`src/rtl/lsu_unit.sv`:
```
// Load/store unit: one outstanding req/gnt/rvalid transaction on the data port.
// Ports: pipeline req_* in, mem_* bus, done_o/err_o one-cycle completion pulses.
module lsu_unit #(
  parameter int unsigned TIMEOUT_CYCLES = 255
) (
  input  logic        clk_i,
  input  logic        rst_ni,
  input  logic        req_valid_i,
  output logic        req_ready_o,
  input  logic        req_we_i,
  input  logic [1:0]  req_size_i,
  input  logic        req_unsigned_i,
  input  logic [31:0] req_addr_i,
  input  logic [31:0] req_wdata_i,
  output logic        mem_req_o,
  input  logic        mem_gnt_i,
  output logic        mem_we_o,
  output logic [31:0] mem_addr_o,
  output logic [3:0]  mem_be_o,
  output logic [31:0] mem_wdata_o,
  input  logic        mem_rvalid_i,
  input  logic [31:0] mem_rdata_i,
  output logic        done_o,
  output logic [31:0] load_data_o,
  output logic        err_o,
  output logic [1:0]  err_cause_o
);

  typedef enum logic [1:0] {
    IDLE, REQ, WAIT, RESP
  } state_t;

  state_t state_q, state_d;

  logic        we_q;
  logic [1:0]  size_q;
  logic        uns_q;
  logic [31:0] addr_q;
  logic [31:0] wdata_q;
  logic [31:0] cnt_q;
  logic        err_q;
  logic [1:0]  cause_q;
  logic [31:0] rdata_q;

  logic        accept;
  logic        illegal;
  logic        misal;
  logic        tmo;
  logic [1:0]  sh;
  logic        sz_b;
  logic        sz_h;
  logic [3:0]  be;
  logic [31:0] wd;
  logic [31:0] lane;
  logic [31:0] ext;

  assign accept  = req_valid_i && (state_q == IDLE);
  assign illegal = (req_size_i == 2'b11);
  assign misal   = ((req_size_i == 2'b01) && req_addr_i[0])
                || ((req_size_i == 2'b10) && (req_addr_i[1:0] != 2'b00));

  // Fires on the WAIT cycle that brings the count to TIMEOUT_CYCLES.
  assign tmo = (TIMEOUT_CYCLES != 0)
            && ((cnt_q + 32'd1) == TIMEOUT_CYCLES);

  assign sh   = addr_q[1:0];
  assign sz_b = (size_q == 2'b00);
  assign sz_h = (size_q == 2'b01);
  assign lane = mem_rdata_i >> {sh, 3'b000};

  always_comb begin
    be  = 4'b1111;
    wd  = wdata_q;
    ext = lane;
    unique case (1'b1)
      sz_b: begin
        be  = 4'b0001 << sh;
        wd  = {4{wdata_q[7:0]}};
        ext = {{24{~uns_q & lane[7]}}, lane[7:0]};
      end
      sz_h: begin
        be  = 4'b0011 << sh;
        wd  = {2{wdata_q[15:0]}};
        ext = {{16{~uns_q & lane[15]}}, lane[15:0]};
      end
      default: ;
    endcase
  end

  always_ff @(posedge clk_i or negedge rst_ni) begin
    if (!rst_ni) state_q <= IDLE;
    else         state_q <= state_d;
  end

  always_comb begin
    state_d = state_q;
    unique case (state_q)
      IDLE: if (accept)
              state_d = (illegal || misal) ? RESP : REQ;
      REQ:  if (mem_gnt_i) state_d = WAIT;
      WAIT: if (mem_rvalid_i || tmo) state_d = RESP;
      RESP: state_d = IDLE;
      default: state_d = IDLE;
    endcase
  end

  always_ff @(posedge clk_i or negedge rst_ni) begin
    if (!rst_ni) begin
      we_q    <= 1'b0;
      size_q  <= 2'b00;
      uns_q   <= 1'b0;
      addr_q  <= '0;
      wdata_q <= '0;
      cnt_q   <= '0;
      err_q   <= 1'b0;
      cause_q <= 2'b00;
      rdata_q <= '0;
    end else begin
      unique case (state_q)
        IDLE: if (accept) begin
          we_q    <= req_we_i;
          size_q  <= req_size_i;
          uns_q   <= req_unsigned_i;
          addr_q  <= req_addr_i;
          wdata_q <= req_wdata_i;
          err_q   <= illegal || misal;
          cause_q <= illegal ? 2'b11 : (misal ? 2'b01 : 2'b00);
          rdata_q <= '0;
        end
        REQ: if (mem_gnt_i) cnt_q <= '0;
        WAIT: begin
          cnt_q <= cnt_q + 32'd1;
          // A response in the timeout cycle still completes normally.
          if (mem_rvalid_i) begin
            err_q   <= 1'b0;
            rdata_q <= we_q ? 32'd0 : ext;
          end else if (tmo) begin
            err_q   <= 1'b1;
            cause_q <= 2'b10;
          end
        end
        RESP: begin
          err_q   <= 1'b0;
          cause_q <= 2'b00;
          rdata_q <= '0;
        end
        default: ;
      endcase
    end
  end

  always_comb begin
    req_ready_o = (state_q == IDLE);
    mem_req_o   = 1'b0;
    mem_we_o    = 1'b0;
    mem_addr_o  = '0;
    mem_be_o    = '0;
    mem_wdata_o = '0;
    done_o      = 1'b0;
    err_o       = 1'b0;
    load_data_o = '0;
    err_cause_o = 2'b00;
    if (state_q == REQ) begin
      mem_req_o   = 1'b1;
      mem_we_o    = we_q;
      mem_addr_o  = {addr_q[31:2], 2'b00};
      mem_be_o    = be;
      mem_wdata_o = wd;
    end
    if (state_q == RESP) begin
      done_o      = ~err_q;
      err_o       = err_q;
      load_data_o = rdata_q;
      err_cause_o = err_q ? cause_q : 2'b00;
    end
  end

endmodule
```
`config.mk`:
```
export PLATFORM = sky130hd
export DESIGN_NAME = lsu_unit
export DESIGN_NICKNAME = d
export VERILOG_FILES = /design/src/rtl/lsu_unit.sv
export SDC_FILE = /design/constraint.sdc
export NUM_CORES = 1
export LEC_CHECK = 0
export ABC_CLOCK_PERIOD_IN_PS = 3700
export CORE_MARGIN = 3
export CORE_UTILIZATION = 42
export DETAILED_ROUTE_END_ITERATION = 10
export GPL_TIMING_DRIVEN = 0
export PLACE_DENSITY = 0.71
export SYNTH_ARGS = -nofsm -noshare
export SYNTH_HDL_FRONTEND = slang
export SYNTH_SLANG_ARGS = --single-unit
```
`constraint.sdc`:
```
create_clock -name clk_i -period 3.7 [get_ports clk_i]
set_clock_uncertainty 0.1 [all_clocks]
set_input_delay 0.37 -clock clk_i [delete_from_list [all_inputs] [get_ports clk_i]]
set_output_delay 0.37 -clock clk_i [all_outputs]
set_load 0.005 [all_outputs]
```
==> results of run 1 <==
==> worst reg2reg max path, stage by stage, from the launching register on <==
cell	delay [ns]
dfrtp_1	0.49
ha_1	0.19
buf_4	0.14
nand3_1	0.34
nor3_4	0.53
and4_1	0.29
a31oi_1	0.12
or2_1	0.27
nor4_4	0.43
o221ai_2	0.17
mux2i_1	0.15
==> layer usage <==
layer	part of all wire, %	wire length, microns
met1	43	11130
met2	48	12460
met3	6.2	1587
met4	2.1	544
met5	0	0
==> where the power goes <==
part           total [mW]  switching (mW)  internal [mW]  leakage, nW
registers            2.41           0.361           2.05         1.75
logic                3.74            1.91           1.83         2.57
clock network        1.74           0.775          0.969        0.297
==> stage by stage <==
stage          hold WS (ns)  setup TNS, ns  area (sq um)  total power, mW  utilization [%]
4_1_cts              0.3829              0         11130            7.927            59.12
3_5_place_dp         0.3072              0         10530            6.151            55.91
2_1_floorplan      -0.02559              0          8082            4.510                -
5_1_grt              0.3958              0         11130            8.433            59.13
6_report             0.3808              0         11130            7.899            59.13
3_3_place_gp         0.3597        -479.36         10500            6.081            55.75
==> worst max-delay path by stage <==
stage,start,slack (ns),endpoint,cells after the start
after floorplan,cnt_q[0]$_DFFE_PN0P_,0.97,cause_q[0]$_DFFE_PN0P_,10
after global placement,rst_ni,-3.51,cnt_q[28]$_DFFE_PN0P_,1
after detailed placement,req_valid_i,0.14,rdata_q[24]$_DFFE_PN0P_,8
after CTS,state_q[1]$_DFFE_PN0P_,0.15,rdata_q[29]$_DFFE_PN0P_,9
after global routing,state_q[1]$_DFFE_PN0P_,0.04,mem_wdata_o[29],7
final,state_q[1]$_DFFE_PN0P_,0.25,mem_wdata_o[29],7
==> cells by family after synthesis <==
| kind of cell | after synthesis | synth area share [%] |
|---|---|---|
| xor+xnor | 6 | 0.6506 |
| simple gates | 328 | 22.17 |
| buf+inv | 82 | 4.167 |
| mux | 112 | 14.95 |
| other cells | 1 | 0.04642 |
| flops | 137 | 42.44 |
| compound gates | 187 | 14.65 |
| fa+ha+maj | 6 | 0.9293 |
==> state kept, by name (all words and copies together), names as in the netlist <==
name and count:
addr_q 32, rdata_q 32, uns_q 1, state_q 2
size_q 2, we_q 1, cause_q 2, wdata_q 32
err_q 1, cnt_q 32
==> final cells by class <==
cell class | instances | area share, %
inverter | 12 | 0.4045
sequential | 137 | 30.79
multi-input combinational | 641 | 38.81
clock inverter | 15 | 1.528
clock buffer | 17 | 3.821
buffer | 69 | 2.585
tap | 260 | 2.922
timing repair buffer | 211 | 19.14
==> cells in the mapped netlist, drive strengths merged, types with 2 or more instances <==
cell	instances
dfrtp	137
nand2	102
o21ai	84
and2	83
mux2	69
clkbuf	44
mux2i	43
nor2	40
a21oi	26
buf	26
nand4	24
nand3	17
a22o	16
o31ai	15
nor3	13
inv	11
nor4	11
and3	10
nor2b	10
a21boi	9
a31oi	9
a32o	7
ha	6
o21a	6
nand2b	4
xnor2	4
and4	3
o211ai	3
or2	3
nor3b	2
o211a	2
o221ai	2
or3	2
xor2	2
==> timing repair <==
action                                  in CTS  in global routing
gates resized for setup                      0                  1
endpoints found under the setup margin       0                 11
hold buffers                                 1                  0
hold endpoints to repair                    65                  0
==> key figures, run 1 <==
Logic synthesis
  – Ys flop type: dfrtp_1
  – Top post-synthesis cells by area: dfrtp_1 42%, mux2_2 9.6%, and2_1 6.4%, mux2i_1 5.3%, o21ai_0 5.0%
  – Register bit total from synthesis: 137
  – Synth top area share: 42.44%
  – Synth area leader: dfrtp_1
  – Synth Cell Area: 8078 sq um
  – Netlist cell types: 62
  – Synth Area per Inst: 9.404 sq um
  – Post-Syn Instances: 859
  – Seq/Total Area, Yosys: 42.44%
  – Async SR Flop Fraction: 100.0%
  – Warnings, synthesis: 0
  – Post-synth EDFFs: 0

Route
  – Vias per inst: 5.438
  – DRC Markers: 0
  – ANT nets after route: 0
  – Router iterations before antenna repair: 5
  – Final wirelength: 25720 microns
  – Initial DRC count: 545
  – Wire per inst: 18.89 microns
  – Vias: 7407

Critical path
  – Critical path class: reg -> out
  – Worst path bufs/invs: 5
  – Crit-path cells: inv_1, ha_1, clkbuf_1, clkbuf_1, clkbuf_1, and2_1, clkdlybuf4s50_1
  – R2R cell count: 10
  – CP max FO: 10
  – Slowest stage cell, crit path: clkdlybuf4s50_1
  – Worst R2R Start: cnt_q[0]$_DFFE_PN0P_
  – Crit path top cell by count: clkbuf_1
  – CP peak stage delay: 0.54 ns
  – Reg2Reg Capture Point: state_q[1]$_DFFE_PN0P_
  – CP Capture Type: output pin
  – Startpoint Class: register
  – CP required: 3.23 ns
  – CP top delay family: buffers and inverters
  – R2R Setup Slk: 0.36 ns
  – Critical Path AT: 2.98 ns

GRT
  – Met1 Resource Use GR: 33.44%
  – Pin count of the biggest net entering global routing: 73
  – Global-route wire length before repair: 39500 microns
  – GR Layer Usage met2: 39.53%
  – Total gr overflow: 0
  – GR Layer Usage met3: 4.338%
  – Number of global-route vias before repair: 7086
  – Tot GR Track Use: 24.34%
  – Initial antenna violation count: 0
  – GRT busiest layer: met2

CTS
  – Clock latency on the worst-skew pair: 0.43 ns
  – CTS Sinks: 137
  – CTS H-tree lvls: 4
  – CTS tree: done
  – Clk root buf: clkbuf_16
  – TritonCTS Buffers: 17
  – Clock Path Buffers: 2
  – Worst-path clk slew: 0.06 ns
  – Post-CTS Setup Bufs: 0

Cells and area
  – Fin nets: 1200
  – Footprint of the multi-input gates: 4322 sq um
  – N_diodes: 0
  – Area growth syn-to-layout: 37.84%
  – Layout cells sized above 1: 12.25%
  – Commonest non-fill, non-tap cell in the layout: clkdlybuf4s50_1
  – Register area: 3428 sq um
  – Commonest non-fill, non-tap cells in the layout: 208 x clkdlybuf4s50_1, 137 x dfrtp_1, 102 x nand2_1
  – Final Non-Filler Cells: 1362
  – # fillers: 1642

Die
  – # IOs: 212
  – Initial Utilization: 42.90%
  – Die area: 20930 sq um
  – Chip width: 144.7 microns
  – Die height: 144.7 microns
  – Core Region: 18830 sq um
  – Cell Rows: 50

STA
  – Final setup fails: 0
  – Fmax: 0.2898 GHz
  – Pins Over Slew Limit: 0
  – Minimum clock period: 3.451 ns
  – RSZ-0062 raised after global routing: false
  – PnR worst setup slack: 0.2492 ns
  – Fin. Hold Viols: 0
  – Crit share post-route: 93.27%
  – Slew @ Worst Pin: 0.7733 ns
  – Max transition margin: 48.05%

Min path
  – Hold path endpoint: rdata_q[9]$_DFFE_PN0P_
  – Hold Path Cell Cnt: 2
  – Min-delay src: rdata_q[9]$_DFFE_PN0P_
  – Worst Hold Class: reg -> reg

Place
  – Placed cell count: 1330
  – Final GP Congestion: 0.8811
  – Pre-CTS setup slack: 0.1391 ns
  – Final HPWL DP: 18890 microns
  – Port Buf Inserts: 209

Pwr
  – Worst VDD drop: 0.4596 mV
  – Leakage: 4.619 nW
  – Pwr/cell area: 709.4 nW/um^2

Flow run
  – Max-cap viol count: 0

Outcome
  – Outcome: finished clean
(Power assumes the default switching activity.)
==> inputs of run 2 (changes only) <==
--- a/config.mk
+++ b/config.mk
@@ -5,12 +5,12 @@
 export SDC_FILE = /design/constraint.sdc
 export NUM_CORES = 1
 export LEC_CHECK = 0
-export ABC_CLOCK_PERIOD_IN_PS = 3700
+export ABC_CLOCK_PERIOD_IN_PS = 4000
 export CORE_MARGIN = 3
 export CORE_UTILIZATION = 42
 export DETAILED_ROUTE_END_ITERATION = 10
 export GPL_TIMING_DRIVEN = 0
-export PLACE_DENSITY = 0.71
+export PLACE_DENSITY = 0.72
 export SYNTH_ARGS = -nofsm -noshare
 export SYNTH_HDL_FRONTEND = slang
 export SYNTH_SLANG_ARGS = --single-unit
==> constraint.sdc (replaced) <==
create_clock -name clk_i -period 4 [get_ports clk_i]
set_clock_uncertainty 0.1 [all_clocks]
set_input_delay 0.4 -clock clk_i [delete_from_list [all_inputs] [get_ports clk_i]]
set_output_delay 0.4 -clock clk_i [all_outputs]
set_load 0.005 [all_outputs]
==> key figures, run 2 (synthesis results as in run 1) <==
Place
  – Placed inst area: 10530 sq um (unchanged)
  – Final GP Congestion: 0.9114 (+3.4%)
  – Placed cell count: 1330 (unchanged)
  – Final HPWL DP: 18970 microns (+0.43%)
  – Port Buf Inserts: 209 (unchanged)

Critical path
  – Critical path class: reg -> reg
  – Critical Path AT: 3.96 ns (+0.98 ns)
  – CP max FO: 10 (unchanged)
  – CP Capture Type: register
  – Worst R2R Start: state_q[1]$_DFFE_PN0P_
  – R2R Setup Slk: 0.30 ns (-0.06 ns)
  – Critical path launch point: state_q[1]$_DFFE_PN0P_
  – CP required: 4.26 ns (+1.03 ns)
  – R2R cell count: 9 (-1)
  – Startpoint Class: register
  – Reg2Reg Capture Point: rdata_q[29]$_DFFE_PN0P_

STA
  – Slew @ Worst Pin: 1.287 ns (+0.5140 ns)
  – Final setup fails: 0 (unchanged)
  – Fmax: 0.2704 GHz
  – Max transition margin: 14.00% (-34 points)
  – Final setup TNS: 0 ns (unchanged)
  – Fin. Hold Viols: 0 (unchanged)
  – Hold Slack: 0.3797 ns (-0.001074 ns)
  – Pins Over Slew Limit: 0 (unchanged)
  – Minimum clock period: 3.698 ns
  – Crit share post-route: 92.45%
  – RSZ-0062 raised after global routing: false

Die
  – Die area: 20930 sq um (unchanged)
  – Core Region: 18830 sq um (unchanged)
  – # IOs: 212 (unchanged)
  – Chip width: 144.7 microns (unchanged)
  – Cell Rows: 50 (unchanged)
  – Die height: 144.7 microns (unchanged)
  – Initial Utilization: 42.90% (unchanged)

CTS
  – Worst-path clk slew: 0.06 ns (about the same)
  – Post-CTS sizing: 0 (unchanged)
  – Clock latency on the worst-skew pair: 0.43 ns (about the same)
  – TritonCTS Buffers: 17 (unchanged)
  – Clk root buf: clkbuf_16
  – Clock Path Buffers: 2 (unchanged)
  – CTS Sinks: 137 (unchanged)
  – CTS H-tree lvls: 4 (unchanged)
  – Post-CTS Setup Bufs: 0 (unchanged)
  – CTS tree: done

Cells and area
  – N_diodes: 0 (unchanged)
  – Commonest non-fill, non-tap cell in the layout: clkdlybuf4s50_1
  – Layout cells sized above 1: 12.15% (-0.10 points)
  – Final Non-Filler Cells: 1363 (+0.073%)
  – Area growth syn-to-layout: 37.62%
  – Fin area: 11120 sq um (-0.16%)
  – Fin nets: 1201 (+0.083%)
  – # fillers: 1665 (+1.4%)
  – Commonest non-fill, non-tap cells in the layout: 208 x clkdlybuf4s50_1, 137 x dfrtp_1, 102 x nand2_1

Route
  – Initial DRC count: 582 (+6.8%)
  – DRC Markers: 0 (unchanged)
  – Router iterations before antenna repair: 5 (unchanged)
  – ANT nets after route: 0 (unchanged)
  – Vias per inst: 5.547 (+2.0%)
  – Final wirelength: 26150 microns (+1.6%)
  – Wire per inst: 19.18 microns (+1.6%)
  – Vias: 7560 (+2.1%)

Pwr
  – Worst VDD drop: 0.3938 mV (-14%)
  – Leakage: 4.599 nW (-0.45%)
  – Pwr/cell area: 659.0 nW/um^2 (-7.1%)
  – Final total power: 7.326 mW (-7.3%)

Min path
  – Min-delay src: rdata_q[10]$_DFFE_PN0P_
  – Hold Path Cell Cnt: 2 (unchanged)
  – Hold path endpoint: rdata_q[10]$_DFFE_PN0P_
  – Worst Hold Class: reg -> reg

Outcome
  – Outcome: finished clean

GRT
  – Pin count of the biggest net entering global routing: 88 (+21%)
  – Number of global-route vias before repair: 7120 (+0.48%)
  – Tot GR Track Use: 24.33% (about the same)
  – Global-route wire length before repair: 39390 microns (-0.26%)
  – Total gr overflow: 0 (unchanged)
  – Initial antenna violation count: 0 (unchanged)

Flow run
  – Max-cap viol count: 0 (unchanged)
run 2: cell types whose count changed in the layout (fill, tap and decap cells not counted), sizes merged:
cell,previous run,this run
clkinvlp,0,3
clkinv,3,2
clkbuf,60,61
inv,23,21
run 2: routing by layer:
metal  vias up  share of wire (%)  global-route usage [%]
met2       343                 48                   39.19
li1       3517                  -                       -
met4         0                2.6                   7.462
met1      3627                 42                   33.08
met3        73                7.1                   5.225
met5         -                  0                       0
run 2: what timing repair did:
action                                 CTS  global route
endpoints found under the hold margin   69             0
hold buffers                             1             0
setup endpoints to repair                0             0
run 2: metrics by stage:
stage	util, %	setup WS (ns)
floorplan	-	1.271
global placement	55.75	-3.329
finish	59.04	0.3021
global route	59.04	0.01453
detailed placement	55.91	0.3845
CTS	59.04	0.3721
run 2: power by group:
part	switching (mW)	internal, mW	total [mW]
registers	0.315	1.90	2.21
logic	1.83	1.70	3.53
clock network	0.706	0.880	1.59
total	2.85	4.47	7.33
run 2: worst max-delay path by stage:
stage                               to  slack (ns)  depth (start not counted)
6_report       rdata_q[29]$_DFFE_PN0P_        0.30                          9
5_1_grt        rdata_q[29]$_DFFE_PN0P_        0.01                          9
4_1_cts                mem_wdata_o[28]        0.37                          7
3_5_place_dp   rdata_q[29]$_DFFE_PN0P_        0.38                          8
3_3_place_gp      cnt_q[2]$_DFFE_PN0P_       -3.33                          1
2_1_floorplan   cause_q[0]$_DFFE_PN0P_        1.27                         10
run 2: final cells by class:
cell class	count	area [sq um]	area share [%]
Buffer	70	291.5	2.622
Multi-Input combinational cell	641	4317	38.83
Timing Repair Buffer	211	2131	19.17
Clock buffer	17	425.4	3.827
Clock inverter	15	153.9	1.384
Sequential cell	137	3428	30.84
Inverter	12	45.04	0.4052
Tap cell	260	325.3	2.926
run 2: worst max-delay path, stage by stage, from the launching register on:
cell	delay, ns
dfrtp_1	0.38
inv_1	0.09
ha_1	0.23
clkbuf_1	0.22
nor2_1	0.29
nand2_1	0.21
nor3b_1	1.06
o21a_1	0.44
clkbuf_1	0.41
a22o_1	0.21
